===== src/rtl/nibble_bus_pkg.sv =====
`default_nettype none
// ============================================================================
// Module   : nibble_bus_pkg
// Purpose  : Shared widths, I/O page map and decode helper for the responder.
// Revision : 1.0
// ============================================================================
package nibble_bus_pkg;

  localparam int ADDR_W = 12;
  localparam int DATA_W = 4;

  localparam logic [ADDR_W-1:0] IO_BASE = 12'hFF0;

  localparam logic [3:0] OFF_CNT0   = 4'h0;
  localparam logic [3:0] OFF_CNT1   = 4'h1;
  localparam logic [3:0] OFF_CNT2   = 4'h2;
  localparam logic [3:0] OFF_CMP0   = 4'h4;
  localparam logic [3:0] OFF_CMP1   = 4'h5;
  localparam logic [3:0] OFF_CMP2   = 4'h6;
  localparam logic [3:0] OFF_STATUS = 4'h8;
  localparam logic [3:0] OFF_GPIO   = 4'hA;
  localparam logic [3:0] OFF_ID     = 4'hF;

  localparam int STATUS_MATCH_BIT = 0;
  localparam int STATUS_IRQEN_BIT = 1;

  typedef enum logic [1:0] {
    TGT_RAM  = 2'd0,
    TGT_IO   = 2'd1,
    TGT_NONE = 2'd2
  } target_e;

  function automatic target_e decode_target(input logic [ADDR_W-1:0] addr,
                                            input int ram_depth);
    if ({20'd0, addr} < 32'(ram_depth)) begin
      return TGT_RAM;
    end else if (addr[ADDR_W-1:4] == IO_BASE[ADDR_W-1:4]) begin
      return TGT_IO;
    end else begin
      return TGT_NONE;
    end
  endfunction

endpackage
`default_nettype wire


===== src/rtl/nibble_bus_responder_timer.sv =====
`default_nettype none
// ============================================================================
// Module   : nibble_tick_timer
// Purpose  : Prescaled 12-bit tick counter with compare, match flag, irq
//            enable and high-byte snapshot for the I/O page.
// Revision : 1.0
// ============================================================================
module nibble_tick_timer
  import nibble_bus_pkg::*;
#(
  parameter int TICK_DIV = 1
) (
  input  logic              clk,
  input  logic              rst,
  input  logic              i_cnt0_rd,
  input  logic [2:0]        i_cmp_we,
  input  logic              i_status_we,
  input  logic [DATA_W-1:0] i_wdata,
  output logic [DATA_W-1:0] o_cnt0_rdata,
  output logic [DATA_W-1:0] o_cnt1_rdata,
  output logic [DATA_W-1:0] o_cnt2_rdata,
  output logic [DATA_W-1:0] o_cmp0_rdata,
  output logic [DATA_W-1:0] o_cmp1_rdata,
  output logic [DATA_W-1:0] o_cmp2_rdata,
  output logic [DATA_W-1:0] o_status_rdata,
  output logic              o_irq
);

  localparam int               PRE_W    = (TICK_DIV > 1) ? $clog2(TICK_DIV) : 1;
  localparam logic [PRE_W-1:0] PRE_LAST = PRE_W'(TICK_DIV - 1);

  logic [PRE_W-1:0]  r_presc;
  logic [ADDR_W-1:0] r_count;
  logic [ADDR_W-1:0] r_cmp;
  logic [7:0]        r_snap;
  logic              r_match;
  logic              r_irq_en;

  logic              w_tick;
  logic [ADDR_W-1:0] w_count_inc;
  logic              w_match_set;
  logic              w_match_clr;

  assign w_tick      = (r_presc == PRE_LAST);
  assign w_count_inc = r_count + 12'd1;
  // Compare against the counter value the tick produces; a CMP write alone never matches.
  assign w_match_set = w_tick && (w_count_inc == r_cmp);
  assign w_match_clr = i_status_we && i_wdata[STATUS_MATCH_BIT];

  always_ff @(posedge clk) begin
    if (rst) begin
      r_presc  <= '0;
      r_count  <= '0;
      r_cmp    <= '0;
      r_snap   <= '0;
      r_match  <= 1'b0;
      r_irq_en <= 1'b0;
    end else begin
      r_presc <= w_tick ? '0 : r_presc + PRE_W'(1);
      if (w_tick) begin
        r_count <= w_count_inc;
      end
      // Snapshot takes the pre-increment high byte so CNT0..CNT2 stay coherent.
      if (i_cnt0_rd) begin
        r_snap <= r_count[ADDR_W-1:4];
      end
      for (int i = 0; i < 3; i++) begin
        if (i_cmp_we[i]) begin
          r_cmp[i*DATA_W +: DATA_W] <= i_wdata;
        end
      end
      if (i_status_we) begin
        r_irq_en <= i_wdata[STATUS_IRQEN_BIT];
      end
      if (w_match_set) begin
        r_match <= 1'b1;
      end else if (w_match_clr) begin
        r_match <= 1'b0;
      end
    end
  end

  assign o_cnt0_rdata   = r_count[3:0];
  assign o_cnt1_rdata   = r_snap[3:0];
  assign o_cnt2_rdata   = r_snap[7:4];
  assign o_cmp0_rdata   = r_cmp[3:0];
  assign o_cmp1_rdata   = r_cmp[7:4];
  assign o_cmp2_rdata   = r_cmp[11:8];
  assign o_status_rdata = {2'b00, r_irq_en, r_match};
  assign o_irq          = r_match & r_irq_en;

endmodule
`default_nettype wire


===== src/rtl/nibble_bus_responder.sv =====
`default_nettype none
// ============================================================================
// Module   : nibble_bus_responder
// Purpose  : CPU bus responder: address decode, nibble RAM, I/O page
//            (timer, GPIO, ID) and the registered read-data path.
// Revision : 1.0
// ============================================================================
module nibble_bus_responder
  import nibble_bus_pkg::*;
#(
  parameter int              RAM_DEPTH = 64,
  parameter int              TICK_DIV  = 1,
  parameter logic [DATA_W-1:0] ID_VALUE  = 4'hA
) (
  input  logic              clk,
  input  logic              rst,
  input  logic [ADDR_W-1:0] i_bus_addr,
  input  logic              i_bus_data_rw,
  input  logic [DATA_W-1:0] i_bus_data_in,
  output logic [DATA_W-1:0] o_bus_data_out,
  output logic [DATA_W-1:0] o_gpio_out,
  output logic              o_irq
);

  localparam int RAM_AW = (RAM_DEPTH > 1) ? $clog2(RAM_DEPTH) : 1;

  logic [DATA_W-1:0] r_ram [RAM_DEPTH];
  logic [DATA_W-1:0] r_gpio;
  logic [DATA_W-1:0] r_rdata;

  target_e           w_target;
  logic [3:0]        w_off;
  logic              w_io_rd;
  logic              w_io_wr;
  logic [RAM_AW-1:0] w_ram_idx;
  logic [DATA_W-1:0] w_rdata;

  logic [DATA_W-1:0] w_cnt0_rdata;
  logic [DATA_W-1:0] w_cnt1_rdata;
  logic [DATA_W-1:0] w_cnt2_rdata;
  logic [DATA_W-1:0] w_cmp0_rdata;
  logic [DATA_W-1:0] w_cmp1_rdata;
  logic [DATA_W-1:0] w_cmp2_rdata;
  logic [DATA_W-1:0] w_status_rdata;

  assign w_target  = decode_target(i_bus_addr, RAM_DEPTH);
  assign w_off     = i_bus_addr[3:0];
  assign w_io_rd   = (w_target == TGT_IO) && !i_bus_data_rw;
  assign w_io_wr   = (w_target == TGT_IO) &&  i_bus_data_rw;
  assign w_ram_idx = i_bus_addr[RAM_AW-1:0];

  nibble_tick_timer #(
    .TICK_DIV (TICK_DIV)
  ) u_timer (
    .clk            (clk),
    .rst            (rst),
    .i_cnt0_rd      (w_io_rd && (w_off == OFF_CNT0)),
    .i_cmp_we       ({w_io_wr && (w_off == OFF_CMP2),
                      w_io_wr && (w_off == OFF_CMP1),
                      w_io_wr && (w_off == OFF_CMP0)}),
    .i_status_we    (w_io_wr && (w_off == OFF_STATUS)),
    .i_wdata        (i_bus_data_in),
    .o_cnt0_rdata   (w_cnt0_rdata),
    .o_cnt1_rdata   (w_cnt1_rdata),
    .o_cnt2_rdata   (w_cnt2_rdata),
    .o_cmp0_rdata   (w_cmp0_rdata),
    .o_cmp1_rdata   (w_cmp1_rdata),
    .o_cmp2_rdata   (w_cmp2_rdata),
    .o_status_rdata (w_status_rdata),
    .o_irq          (o_irq)
  );

  // RAM contents deliberately survive reset.
  always_ff @(posedge clk) begin
    if (i_bus_data_rw && (w_target == TGT_RAM)) begin
      r_ram[w_ram_idx] <= i_bus_data_in;
    end
  end

  always_ff @(posedge clk) begin
    if (rst) begin
      r_gpio <= '0;
    end else if (w_io_wr && (w_off == OFF_GPIO)) begin
      r_gpio <= i_bus_data_in;
    end
  end

  always_comb begin
    w_rdata = '0;
    unique case (w_target)
      TGT_RAM: w_rdata = r_ram[w_ram_idx];
      TGT_IO: begin
        case (w_off)
          OFF_CNT0:   w_rdata = w_cnt0_rdata;
          OFF_CNT1:   w_rdata = w_cnt1_rdata;
          OFF_CNT2:   w_rdata = w_cnt2_rdata;
          OFF_CMP0:   w_rdata = w_cmp0_rdata;
          OFF_CMP1:   w_rdata = w_cmp1_rdata;
          OFF_CMP2:   w_rdata = w_cmp2_rdata;
          OFF_STATUS: w_rdata = w_status_rdata;
          OFF_GPIO:   w_rdata = r_gpio;
          OFF_ID:     w_rdata = ID_VALUE;
          default:    w_rdata = '0;
        endcase
      end
      default: w_rdata = '0;
    endcase
  end

  // Write cycles leave the last read value on the bus.
  always_ff @(posedge clk) begin
    if (rst) begin
      r_rdata <= '0;
    end else if (!i_bus_data_rw) begin
      r_rdata <= w_rdata;
    end
  end

  assign o_bus_data_out = r_rdata;
  assign o_gpio_out     = r_gpio;

endmodule
`default_nettype wire

===== config.mk =====
export PLATFORM = sky130hd
export DESIGN_NAME = nibble_bus_responder
export DESIGN_NICKNAME = d
export VERILOG_FILES = /design/src/rtl/nibble_bus_pkg.sv /design/src/rtl/nibble_bus_responder_timer.sv /design/src/rtl/nibble_bus_responder.sv
export SDC_FILE = /design/constraint.sdc
export NUM_CORES = 1
export LEC_CHECK = 0
export BUFFER_PORTS_ARGS = -buffer_cell sky130_fd_sc_hd__buf_4
export CORE_UTILIZATION = 47
export CTS_BUF_LIST = sky130_fd_sc_hd__clkbuf_16
export CTS_CLUSTER_DIAMETER = 50
export CTS_CLUSTER_SIZE = 20
export DETAILED_ROUTE_END_ITERATION = 10
export GPL_TIMING_DRIVEN = 0
export PLACE_DENSITY = 0.6
export SYNTH_ARGS = -nofsm -noshare
export SYNTH_HDL_FRONTEND = slang
export SYNTH_SLANG_ARGS = --single-unit

===== constraint.sdc =====
create_clock -name clk -period 3.3 [get_ports clk]
set_clock_uncertainty 0.15 [all_clocks]
set_input_delay 0.33 -clock clk [delete_from_list [all_inputs] [get_ports clk]]
set_output_delay 0.33 -clock clk [all_outputs]
set_load 0.05 [all_outputs]

### Yosys cells after proc, flatten, opt, wreduce, memory -nomap -nowiden

Memories as Yosys holds them, arrays and structs flattened.
Index checks and enable logic that the tools add are counted.

| operators by class | value |
|---|---|
| multiplexer cells | 8 |
| add/sub/neg operators | 2 |
| reduce and logical (&&, ||, !) cells | 16 |
| bitwise gates (word level) | 2 |
| $lt $le $gt $ge | 1 |
| equal/unequal tests | 11 |

Operators by type and width:

| operator | count |
|---|---|
| $pmux 4 s9 | 1 |
| $add 12x1->12 const B | 1 |
| $eq 12x12->1 | 1 |
| $eq 4x3->1 const B | 3 |
| $eq 4x4->1 const B | 3 |
| $lt 12x7->1 const B | 1 |
| $logic_and 1x1->1 | 11 |
| $eq 8x8->1 const B | 1 |
| $pmux 4 s2 | 1 |
| $eq 4x1->1 const B | 1 |
| $eq 4x2->1 const B | 1 |
| $logic_not 4->1 | 1 |
| $mux 1 | 4 |
| $mux 2 | 2 |
| $eq 2x1->1 const B | 1 |
| $logic_not 2->1 | 1 |
| $reduce_bool 2->1 | 1 |
| $reduce_or 2->1 | 1 |
| $add 1x1->1 const B | 1 |
| $and 1x1->1 | 1 |
| $logic_not 1->1 | 1 |
| $not 1->1 | 1 |

| storage, ports and cells | value |
|---|---|
| output and inout bits | 9 |
| register bits after elaboration | 43 |
| memory bits (writable) | 256 |
| word-level logic and storage cells | 51 |
| memories kept | 1 |

Memory list:

| name | words | width | rd ports | clocked after Yosys merged registers in | write ports | RTL line | RTL |
|---|---|---|---|---|---|---|---|
| r_ram | 64 | 4 | 1 | 0 | 1 | nibble_bus_responder.sv:27 | `logic [DATA_W-1:0] r_ram [RAM_DEPTH];` |

### Longest topological paths before layout

Gate-level depths: netlist (run 1).

| logic depth | value |
|---|---|
| depth in word-level cells | 9 |
| mapped depth | 10 |
| gate-level depth less buffers | 7 |

### By module

Synthesis (run 1) repeated with hierarchy kept, for this count alone.

| unflattened totals | value |
|---|---|
| cells, all modules | 876 |
| area, all modules | 12859.8 µm² |

Modules (own cells, without submodules):

| module | times used | area an instance (µm²) | cells an instance | seq. area each (µm²) |
|---|---|---|---|---|
| nibble_bus_responder | 1 | 11078.1 | 675 | 7847.5 |
| nibble_tick_timer | 1 | 1781.7 | 201 | 700.7 |

### Worst setup path before layout (run 1)

No wires, ideal clock.

| timing path | value |
|---|---|
| kind | input to register |
| from | in i_bus_addr[0] |
| to | mem r_ram[8][0], enable pin |
| path slack | 0.736 ns |
| data required time | 2.789 ns |
| stages | 8 |
| arrival time | 2.053 ns |
| cell sequence | buf_2 buf_6 buf_4 buf_2 buf_2 nor4b_1 nand2_1 nor3_1 |

| between the ends | value |
|---|---|
| longest elaborated chain between the ends | 6 |

Ends and longest elaborated chain:

| what | RTL line | RTL |
|---|---|---|
| from (decl) | nibble_bus_responder.sv:17 | `input logic [ADDR_W-1:0] i_bus_addr,` |
| $lt 12x7->1 | nibble_bus_pkg.sv:35 | `if ({20'd0, addr} < 32'(ram_depth)) begin` |
| $mux 2 | nibble_bus_pkg.sv:35 |  |
| $logic_not 2->1 | nibble_bus_responder.sv:75 | `if (i_bus_data_rw && (w_target == TGT_RAM)) begin` |
| $logic_and 1x1->1 | nibble_bus_responder.sv:75 |  |
| $mux 1 | nibble_bus_responder.sv:75 |  |
| $mux 1 (not written as such) | nibble_bus_responder.sv:76 | `r_ram[w_ram_idx] <= i_bus_data_in;` |
| to (decl) | nibble_bus_responder.sv:27 |  |

Several ways; a longest one is shown, not always the timed one.

### Worst setup path in the final report (run 1)

| timing path | value |
|---|---|
| from | in i_bus_addr[1] |
| to | mem r_ram[6][3], enable pin |

Same word-level chain as after synthesis.

==> results of run 1 <==
[cell usage after synthesis, types with 3 or more instances]
master,n
inv_1,3
and2_1,4
buf_6,7
and3_1,4
nor3_1,18
nor2b_1,13
a22oi_1,12
a31oi_1,6
mux2i_1,57
dfxtp_1,43
xor2_1,12
buf_4,4
buf_2,17
buf_1,4
xnor2_1,12
nand2b_1,10
nand3_1,15
or3_1,7
edfxtp_1,256
nor4b_1,3
nand4_1,6
a211oi_1,9
a221o_1,3
o21ai_0,16
clkbuf_1,17
nor2_1,118
nand2_1,33
a21oi_1,19
mux2_2,7
mux4_2,51
o41ai_1,3
[power groups by stage]
stage                     combinational, W  sequential (W)  clock (W)
after floorplan                   0.000227         0.00419          0
after global placement            0.000398         0.00419          0
after detailed placement          0.000406         0.00419          0
after CTS                         0.000406         0.00410    0.00343
after global routing              0.000433         0.00410    0.00356
final                             0.000407         0.00410    0.00339
[worst register-to-register path: stages (launching register included)]
cell,delay [ns]
edfxtp_1,0.36
mux4_1,0.54
mux2_2,0.34
and3_4,0.20
o211ai_2,0.15
nand4b_1,0.11
or3_1,0.38
[flip-flops by register name, indices dropped and copies added, names as in the netlist]
register,flops
o_gpio_out,4
u_timer.r_irq_en,1
u_timer.r_match,1
o_bus_data_out,4
r_ram,256
u_timer.r_count,12
u_timer.r_presc,1
u_timer.r_snap,8
u_timer.r_cmp,12
[cells by family (layout without fill, tap and decap cells)]
| family | count (synthesis) | in the layout | synth area share [%] |
|---|---|---|---|
| adders and majority gates | 1 | 1 | 0.0987 |
| xor gates and xnor gates | 24 | 24 | 1.66 |
| AOI/OAI and AO/OA | 85 | 85 | 4.56 |
| muxes | 117 | 117 | 14.6 |
| buffers and inverters | 53 | 134 | 2.27 |
| other | 1 | 1 | 0.0296 |
| DFF | 299 | 299 | 67.4 |
| and+or+nand+nor | 248 | 248 | 9.35 |
[routing by layer]
metal / track usage, % / vias to the layer above
met2: 38.6 / 333
met1: 33.5 / 3873
met4: 9.02 / 0
met5: 0 / -
li1: - / 3318
met3: 3.88 / 80
[layout make-up]
cell class	instances	area (sq um)	area share, %
clock inverters	25	234	1.64
repair buffers	25	188	1.31
multi-input cells	476	3840	26.9
plain buffers	49	273	1.91
flip-flops and latches	299	8550	59.8
clock buffers	31	776	5.43
inverters	4	15.0	0.105
well taps	335	419	2.93
[metrics by stage]
step | hold WS, ns | setup slack [ns] | cells | utilization (%)
after floorplan | 0.279 | 0.736 | 828 | -
after global placement | 0.334 | -0.253 | 1188 | 50.5
after detailed placement | 0.338 | -0.320 | 1188 | 50.5
after CTS | 0.117 | 0.274 | 1244 | 54.4
after global routing | 0.146 | 0.113 | 1244 | 54.4
final | 0.117 | 0.160 | 1244 | 54.4
[worst min path at each step]
stage | slack (ns) | endpoint | from | depth (start not counted)
4_1_cts | 0.12 | u_timer.r_match | rst | 5
3_5_place_dp | 0.34 | u_timer.r_snap[0] | u_timer.r_snap[0] | 2
5_1_grt | 0.15 | u_timer.r_match | rst | 5
2_1_floorplan | 0.28 | r_ram[0][0] | i_bus_data_in[0] | 0
3_3_place_gp | 0.33 | u_timer.r_snap[2] | u_timer.r_snap[2] | 2
6_report | 0.12 | u_timer.r_match | rst | 5
==> results by group, run 1 <==
Logic synthesis
  • Synthesis Warnings: 0
  • Yosys cell types: 60
  • FF+latch count, synth: 299
  • Sequential fraction of the synthesis area: 67.4%
  • Fraction of registers with async set/reset: 0%
  • Syn avg cell area: 15.3 sq um
  • Cell Area, Synth: 12700 sq um
  • Post-synth EDFFs: 256
  • Synth area leader: edfxtp_1
  • Yosys top cell area share: 60.6%
  • Top cells by area, synth: edfxtp_1 61%, mux4_2 9.1%, dfxtp_1 6.8%
  • Post-Synthesis Net Count: 848
  • Syn Inst Count: 828
  • Predominant post-synthesis flop cell: edfxtp_1

Critical path
  • Max FO, Critical Path: 10
  • Setup crit end: r_ram[6][3]
  • CP top delay family: buffers and inverters
  • CP bufs+invs: 5
  • CP max stage delay: 0.63 ns
  • Reg2Reg Capture Point: o_bus_data_out[2]
  • Levels on crit path: 7
  • CP max stage cell: clkbuf_1
  • Capturing element type of the critical path: register
  • Critical Path Source: i_bus_addr[1]
  • R2r worst-path depth: 6
  • Startpoint Class: input port
  • Crit Path Class: in -> reg
  • Crit path DAT: 3.19 ns
  • CP required: 3.35 ns
  • Crit path cell chain: buf_4, buf_2, buf_2, clkbuf_1, buf_2, nand3b_1, nor2_1
  • CP dominant cell by count: buf_2
  • R2r setup slk: 0.96 ns
  • Worst r2r src: r_ram[52][2]

Die
  • Rows: 59
  • IO Pins: 28
  • Core area: 26300 sq um
  • Full die area: 27600 sq um
  • DIE WIDTH: 166 microns
  • Initial Util: 48.2%
  • Die height: 166 microns

Drt
  • Uppermost layer routed: met4
  • Post-DR wirelength/cell: 26.4 microns
  • Final WL: 32800 microns
  • Wire length on met3: 2140 microns
  • Via density: 6.11
  • DRT iter0 DRCs: 784
  • Via count: 7604
  • DRC viols: 3
  • Drt pass-1 iters: 8
  • DRT antenna net count: 0
  • M1 wire length: 14100 microns
  • Met2 wire length: 15400 microns

Clock network
  • CTS tree: done
  • Post-CTS setup buffers: 0
  • Clock Pin Slew Worst Setup and Hold Paths: 0.07 ns
  • Total CTS buffers: 30
  • Root Driver: clkbuf_16
  • Resized cells post-CTS: 0
  • Clk buf depth: 3
  • Hold_buf cts: 0
  • Insertion delay to the later sink of the worst-skew pair: 0.56 ns
  • CTS sink cnt: 299
  • H-tree lvl count: 1

Pwr
  • Static leakage: 4.68 nW
  • Register share of total power: 51.9%
  • Sw frac: 23.8%
  • Max IR drop VDD: 0.000451 V
  • Combinational share of power: 5.2%
  • PwrDens: 553 nW/um^2
  • Clk pwr share: 42.9%
  • Total chip power: 0.00790 W
  • P_int: 0.00603 W
  • P_sw: 0.00188 W

STA
  • Relative slew margins: 37.7%
  • Final hold violation count: 0
  • Actual slew at the worst max-slew pin: 0.934 ns
  • Final setup viols: 0
  • Final Max Slew Viols: 0
  • Min Tclk post-route: 3.14 ns
  • FMAX: 0.318 GHz
  • Tcrit/Tclk final: 95.1%
  • RSZ-0062 raised after global routing: false
  • Sum Neg Setup Slack: 0 ns

GRT
  • First-pass GRT wire length: 49000 microns
  • Antenna violations before repair: 0
  • Overflow after GRT: 0
  • Total GRT Usage: 24.1%
  • Vias in the first global route: 7615
  • Largest net degree at the start of global routing: 70

Cells and area
  • Commonest cells after routing, fill and taps aside: 256 x edfxtp_1, 118 x nor2_1, 57 x mux2i_1, 51 x mux4_2, 43 x dfxtp_1
  • Nets: 905
  • Diode count: 0
  • Finished Cell Area: 14300 sq um
  • Area grow syn2layout: 12.8%
  • Most common cell after layout, fill and taps aside: edfxtp_1
  • Layout cells sized above 1: 18.5%
  • Fill cell count: 2135

Flow run
  • Max cap viols: 0

Outcome
  • Outcome: finished with violations
  • Failing checks: DRC

Min path
  • Hold Crit Class: in -> reg

Placement
  • Hpwl dp: 21300 microns
  • I/O Buffers: 25
  • Dpl cell area: 13300 sq um
  • RD Place Congestion: 0.859
(Power assumes the default switching activity.)
==> run 2: changes to the inputs <==
Settings changed: BUFFER_PORTS_ARGS -buffer_cell sky130_fd_sc_hd__buf_4 to -buffer_cell sky130_fd_sc_hd__buf_2, PLACE_DENSITY 0.6 to not set, PLACE_DENSITY_LB_ADDON set to 0.12.
==> results by group, run 2 (synthesized netlist as in run 1, its figures left out) <==
STA
  • Min Tclk post-route: 3.11 ns (-0.0311 ns)
  • Tcrit/Tclk final: 94.2% (-0.94 points)
  • RSZ-0062 raised after global routing: false
  • Sum Neg Setup Slack: 0 ns (unchanged)
  • Relative slew margins: 14.0% (-24 points)
  • Fin Hold WS: 0.188 ns (+0.0716 ns)
  • Final hold violation count: 0 (unchanged)
  • Actual slew at the worst max-slew pin: 1.29 ns (+0.356 ns)
  • Final Max Slew Viols: 0 (unchanged)
  • Final setup viols: 0 (unchanged)
  • FMAX: 0.322 GHz (+1.0%)

GRT
  • First-pass GRT wire length: 47700 microns (-2.6%)
  • Largest net degree at the start of global routing: 70 (unchanged)
  • Vias in the first global route: 7478 (-1.8%)
  • Overflow after GRT: 0 (unchanged)
  • Total GRT Usage: 23.4% (-0.69 points)
  • Antenna violations before repair: 0 (unchanged)

Drt
  • Via density: 6.07 (-0.73%)
  • DRC viols: 1 (-2)
  • Drt pass-1 iters: 7 (-1)
  • Via count: 7524 (-1.1%)
  • Post-DR wirelength/cell: 25.6 microns (-3.1%)
  • DRT iter0 DRCs: 736 (-6.1%)
  • DRT antenna net count: 0 (unchanged)
  • Final WL: 31700 microns (-3.4%)

Critical path
  • CP dominant cell by count: buf_2
  • CP max stage cell: clkbuf_1
  • Crit Path Class: in -> reg
  • Startpoint Class: input port
  • CP required: 3.35 ns (about the same)
  • Max FO, Critical Path: 10 (unchanged)
  • Capturing element type of the critical path: register
  • CP bufs+invs: 5 (unchanged)
  • Crit path DAT: 3.16 ns (-0.03 ns)
  • Crit path cell chain: buf_2, buf_2, buf_2, clkbuf_1, buf_2, nand3_1, nor2_1
  • CP top delay family: buffers and inverters
  • CP max stage delay: 0.62 ns (about the same)

Pwr
  • Register share of total power: 51.3% (-0.6 points)
  • Sw frac: 23.4% (-0.34 points)
  • P_int: 0.00613 W (+1.7%)
  • Clk pwr share: 43.8% (+0.9 points)
  • PwrDens: 561 nW/um^2 (+1.5%)
  • Combinational share of power: 5.0% (-0.2 points)
  • Static leakage: 4.68 nW (about the same)
  • Max IR drop VDD: 0.000544 V (+21%)
  • P_sw: 0.00187 W (-0.18%)

Cells and area
  • Finished Cell Area: 14300 sq um (-0.22%)
  • Reg with most FFs: r_ram
  • Diode count: 0 (unchanged)
  • Area grow syn2layout: 12.5%
  • Commonest cells after routing, fill and taps aside: 256 x edfxtp_1, 118 x nor2_1, 57 x mux2i_1, 51 x mux4_2, 43 x dfxtp_1
  • Most common cell after layout, fill and taps aside: edfxtp_1
  • Nets: 903 (-0.22%)
  • Largest registers: r_ram x256, u_timer.r_cmp x12, u_timer.r_count x12
  • Layout cells sized above 1: 18.8% (+0.30 points)
  • Fin util: 54.3% (-0.12 points)
  • Number of flip-flops in the largest register: 256 (unchanged)

Die
  • Rows: 59 (unchanged)
  • Initial Util: 48.2% (unchanged)
  • Full die area: 27600 sq um (unchanged)
  • Die height: 166 microns (unchanged)
  • DIE WIDTH: 166 microns (unchanged)
  • Core area: 26300 sq um (unchanged)
  • IO Pins: 28 (unchanged)

Clock network
  • Resized cells post-CTS: 0 (unchanged)
  • Post-CTS setup buffers: 0 (unchanged)
  • H-tree lvl count: 1 (unchanged)
  • CTS sink cnt: 299 (unchanged)
  • Hold_buf cts: 0 (unchanged)
  • Total CTS buffers: 28 (-6.7%)
  • Insertion delay to the later sink of the worst-skew pair: 0.57 ns (about the same)
  • Clk buf depth: 3 (unchanged)
  • Clock Pin Slew Worst Setup and Hold Paths: 0.07 ns (about the same)
  • Root Driver: clkbuf_16
  • CTS tree: done

Placement
  • I/O Buffers: 25 (unchanged)
  • RD Place Congestion: 0.867 (+0.88%)
  • Hpwl dp: 21300 microns (-0.19%)
  • Dpl cell area: 13200 sq um (-0.47%)

Outcome
  • Outcome: finished with violations
  • Failing checks: DRC

Min path
  • Hold Crit Class: in -> reg

Flow run
  • Max cap viols: 0 (unchanged)
## run 2: worst register-to-register path: stages, from the launching register on
cell	delay (ns)
edfxtp_1	0.37
mux4_1	0.52
mux2_2	0.34
and3_4	0.20
o211ai_2	0.15
nand4b_1	0.11
or3_1	0.38
## run 2: area by class of cell
| class | count | area, sq um |
|---|---|---|
| Fill cell | 2134 | 12000 |
| Clock inverter | 24 | 340 |
| Buffer | 49 | 273 |
| Tap cell | 335 | 419 |
| Clock buffer | 28 | 701 |
| Multi-Input combinational cell | 476 | 3840 |
| Timing Repair Buffer | 25 | 125 |
| Inverter | 4 | 15.0 |
| Sequential cell | 299 | 8550 |
## run 2: per-layer routing
metal	global-route usage, %	routed length [microns]	up-vias
li1	-	-	3322
met1	33.7	13800	3842
met2	37.0	14900	298
met3	3.34	2000	62
met4	7.77	1020	0
met5	0	0	-
## run 2: final timing paths
path / start / to / slack (ns) / cells past startpoint
max: i_bus_addr[1] / r_ram[63][3] / 0.19 / 7
max reg2reg: r_ram[49][2] / o_bus_data_out[2] / 0.95 / 6
min reg2reg: u_timer.r_snap[2] / u_timer.r_snap[2] / 0.35 / 2
min: rst / u_timer.r_match / 0.19 / 5
## run 2: per-stage QoR
stage,cells,total power (W),setup slack [ns]
after CTS,1240,0.00805,0.264
after detailed placement,1188,0.00459,-0.306
after floorplan,828,0.00441,0.736
after global placement,1188,0.00458,-0.376
final,1240,0.00800,0.191
after global routing,1240,0.00823,0.101
## run 2: power groups by stage
stage	logic (W)	registers [W]	clock network, W
after global routing	0.000421	0.00410	0.00370
after global placement	0.000391	0.00419	0
final	0.000397	0.00410	0.00350
after CTS	0.000397	0.00410	0.00355
after floorplan	0.000227	0.00419	0
after detailed placement	0.000395	0.00419	0
==> run 3: changes to the inputs <==
Settings changed: REMOVE_ABC_BUFFERS set to 1.
==> results by group, run 3 (synthesized netlist as in run 1, its figures left out) <==
Die
  • Initial Util: 48.2% (unchanged)
  • Rows: 59 (unchanged)
  • Full die area: 27600 sq um (unchanged)
  • Core area: 26300 sq um (unchanged)
  • DIE WIDTH: 166 microns (unchanged)
  • IO Pins: 28 (unchanged)
  • Die height: 166 microns (unchanged)

Cells and area
  • Layout Cells excl Fill: 1199 (-3.3%)
  • Commonest cells after routing, fill and taps aside: 256 x edfxtp_1, 118 x nor2_1, 57 x mux2i_1, 51 x mux4_2, 43 x dfxtp_1
  • Layout cells sized above 1: 16.3% (-2.5 points)
  • Nets: 861 (-4.7%)
  • Most common cell after layout, fill and taps aside: edfxtp_1
  • Number of flip-flops in the largest register: 256 (unchanged)
  • Diode count: 0 (unchanged)
  • Largest registers: r_ram x256, u_timer.r_cmp x12, u_timer.r_count x12
  • Fill cell count: 2170 (+1.7%)
  • Finished Cell Area: 14000 sq um (-2.0%)
  • Reg with most FFs: r_ram
  • Area grow syn2layout: 10.3%

GRT
  • Largest net degree at the start of global routing: 70 (unchanged)
  • Vias in the first global route: 7477 (-0.013%)
  • Overflow after GRT: 0 (unchanged)
  • Antenna violations before repair: 1 (+1)
  • First-pass GRT wire length: 45200 microns (-5.3%)
  • Total GRT Usage: 21.6% (-1.9 points)

Critical path
  • CP dominant cell by count: nor2_1
  • Max FO, Critical Path: 8 (-2)
  • Critical Path Source: i_bus_addr[6]
  • Crit Path Class: in -> reg
  • CP required: 3.34 ns (about the same)
  • Worst r2r src: u_timer.r_count[0]
  • R2r worst-path depth: 7 (+1)
  • CP max stage delay: 0.63 ns (about the same)
  • Startpoint Class: input port
  • Crit path cell chain: buf_2, or4_1, nor3_1, nand2_1, nor2_1, nand3_1, nor2_1
  • Crit path DAT: 3.12 ns (-0.04 ns)
  • R2r setup slk: 0.99 ns (+0.04 ns)
  • Reg2Reg Capture Point: u_timer.r_match
  • Capturing element type of the critical path: register
  • CP max stage cell: nor2_1

STA
  • Final Max Slew Viols: 0 (unchanged)
  • Actual slew at the worst max-slew pin: 1.35 ns (+0.0573 ns)
  • Min Tclk post-route: 3.08 ns (-0.0335 ns)
  • Relative slew margins: 10.2% (-3.8 points)
  • RSZ-0062 raised after global routing: false
  • Final setup viols: 0 (unchanged)
  • Tcrit/Tclk final: 93.2% (-1.0 points)
  • Final hold violation count: 0 (unchanged)
  • Setup WS post-layout: 0.225 ns (+0.0335 ns)
  • FMAX: 0.325 GHz (+1.1%)

Drt
  • Post-DR wirelength/cell: 24.3 microns (-5.2%)
  • Via density: 6.00 (-1.2%)
  • DRT antenna net count: 0 (unchanged)
  • Drt pass-1 iters: 8 (+1)
  • DRC viols: 2 (+1)
  • DRT iter0 DRCs: 559 (-24%)
  • Via count: 7190 (-4.4%)
  • Final WL: 29100 microns (-8.3%)

Clock network
  • Total CTS buffers: 30 (+7.1%)
  • CTS tree: done
  • Clk buf depth: 3 (unchanged)
  • Root Driver: clkbuf_16
  • CTS sink cnt: 299 (unchanged)
  • H-tree lvl count: 1 (unchanged)
  • Insertion delay to the later sink of the worst-skew pair: 0.55 ns (-0.02 ns)
  • Post-CTS setup buffers: 0 (unchanged)
  • Hold_buf cts: 0 (unchanged)
  • Clock Pin Slew Worst Setup and Hold Paths: 0.07 ns (about the same)
  • Resized cells post-CTS: 0 (unchanged)

Placement
  • I/O Buffers: 27 (+8.0%)
  • Dpl cells: 1144 (-3.7%)
  • Hpwl dp: 18100 microns (-15%)
  • Dpl cell area: 13000 sq um (-1.4%)
  • Post-place setup slack: -0.261 ns (+0.0450 ns)
  • RD Place Congestion: 0.860 (-0.77%)

Min path
  • Worst Min Path Start: rst
  • Hold path depth: 2 (-3)
  • Hold path endpoint: u_timer.r_count[11]
  • Hold Crit Class: in -> reg

Outcome
  • Outcome: finished with violations
  • Failing checks: DRC

Pwr
  • Total chip power: 0.00771 W (-3.6%)
  • Static leakage: 4.53 nW (-3.1%)
  • PwrDens: 552 nW/um^2 (-1.7%)
  • Max IR drop VDD: 0.000369 V (-32%)

Flow run
  • Max cap viols: 0 (unchanged)
run 3: per-layer routing:
layer	global-route usage [%]	vias up	wire length, microns
li1	-	3241	-
met1	29.3	3653	12700
met2	35.3	241	13800
met3	4.48	53	1870
met4	5.96	2	736
met5	0	-	13
run 3: worst max-delay path: cells and delay by family:
family                 cells  cell delay (ns)
and+or+nand+nor            6             2.68
buffers and inverters      1             0.11
run 3: how the worst max path moves through the flow:
stage / endpoint / slack, ns / depth (start not counted)
floorplan: u_timer.r_snap[0] / 0.46 / 5
global placement: u_timer.r_snap[1] / -1.32 / 5
detailed placement: r_ram[8][3] / -0.26 / 5
CTS: r_ram[8][2] / 0.33 / 5
global route: r_ram[59][3] / 0.09 / 7
finish: r_ram[59][3] / 0.22 / 7
run 3: report_power, final:
group | internal, W | switching, W | leakage [nW]
combinational | 0.000122 | 0.000233 | 1.41
clock | 0.00180 | 0.00144 | 0.473
sequential | 0.00410 | 0.00000846 | 2.65
run 3: cell type report:
| cell class | count | area (sq um) | area share, % |
|---|---|---|---|
| flip-flops and latches | 299 | 8550 | 61.1 |
| multi-input cells | 476 | 3850 | 27.5 |
| clock buffers | 31 | 776 | 5.55 |
| well taps | 335 | 419 | 3.00 |
| repair buffers | 30 | 205 | 1.47 |
| clock inverters | 24 | 171 | 1.23 |
| inverters | 4 | 15.0 | 0.107 |
run 3: per-stage QoR:
stage | TNS [ns] | util, % | hold WS (ns)
after global routing | 0 | 53.2 | 0.194
after floorplan | 0 | - | 0.249
after global placement | -166.27 | 49.3 | 0.328
after detailed placement | -13.24 | 49.6 | 0.340
final | 0 | 53.2 | 0.175
after CTS | 0 | 53.2 | 0.155
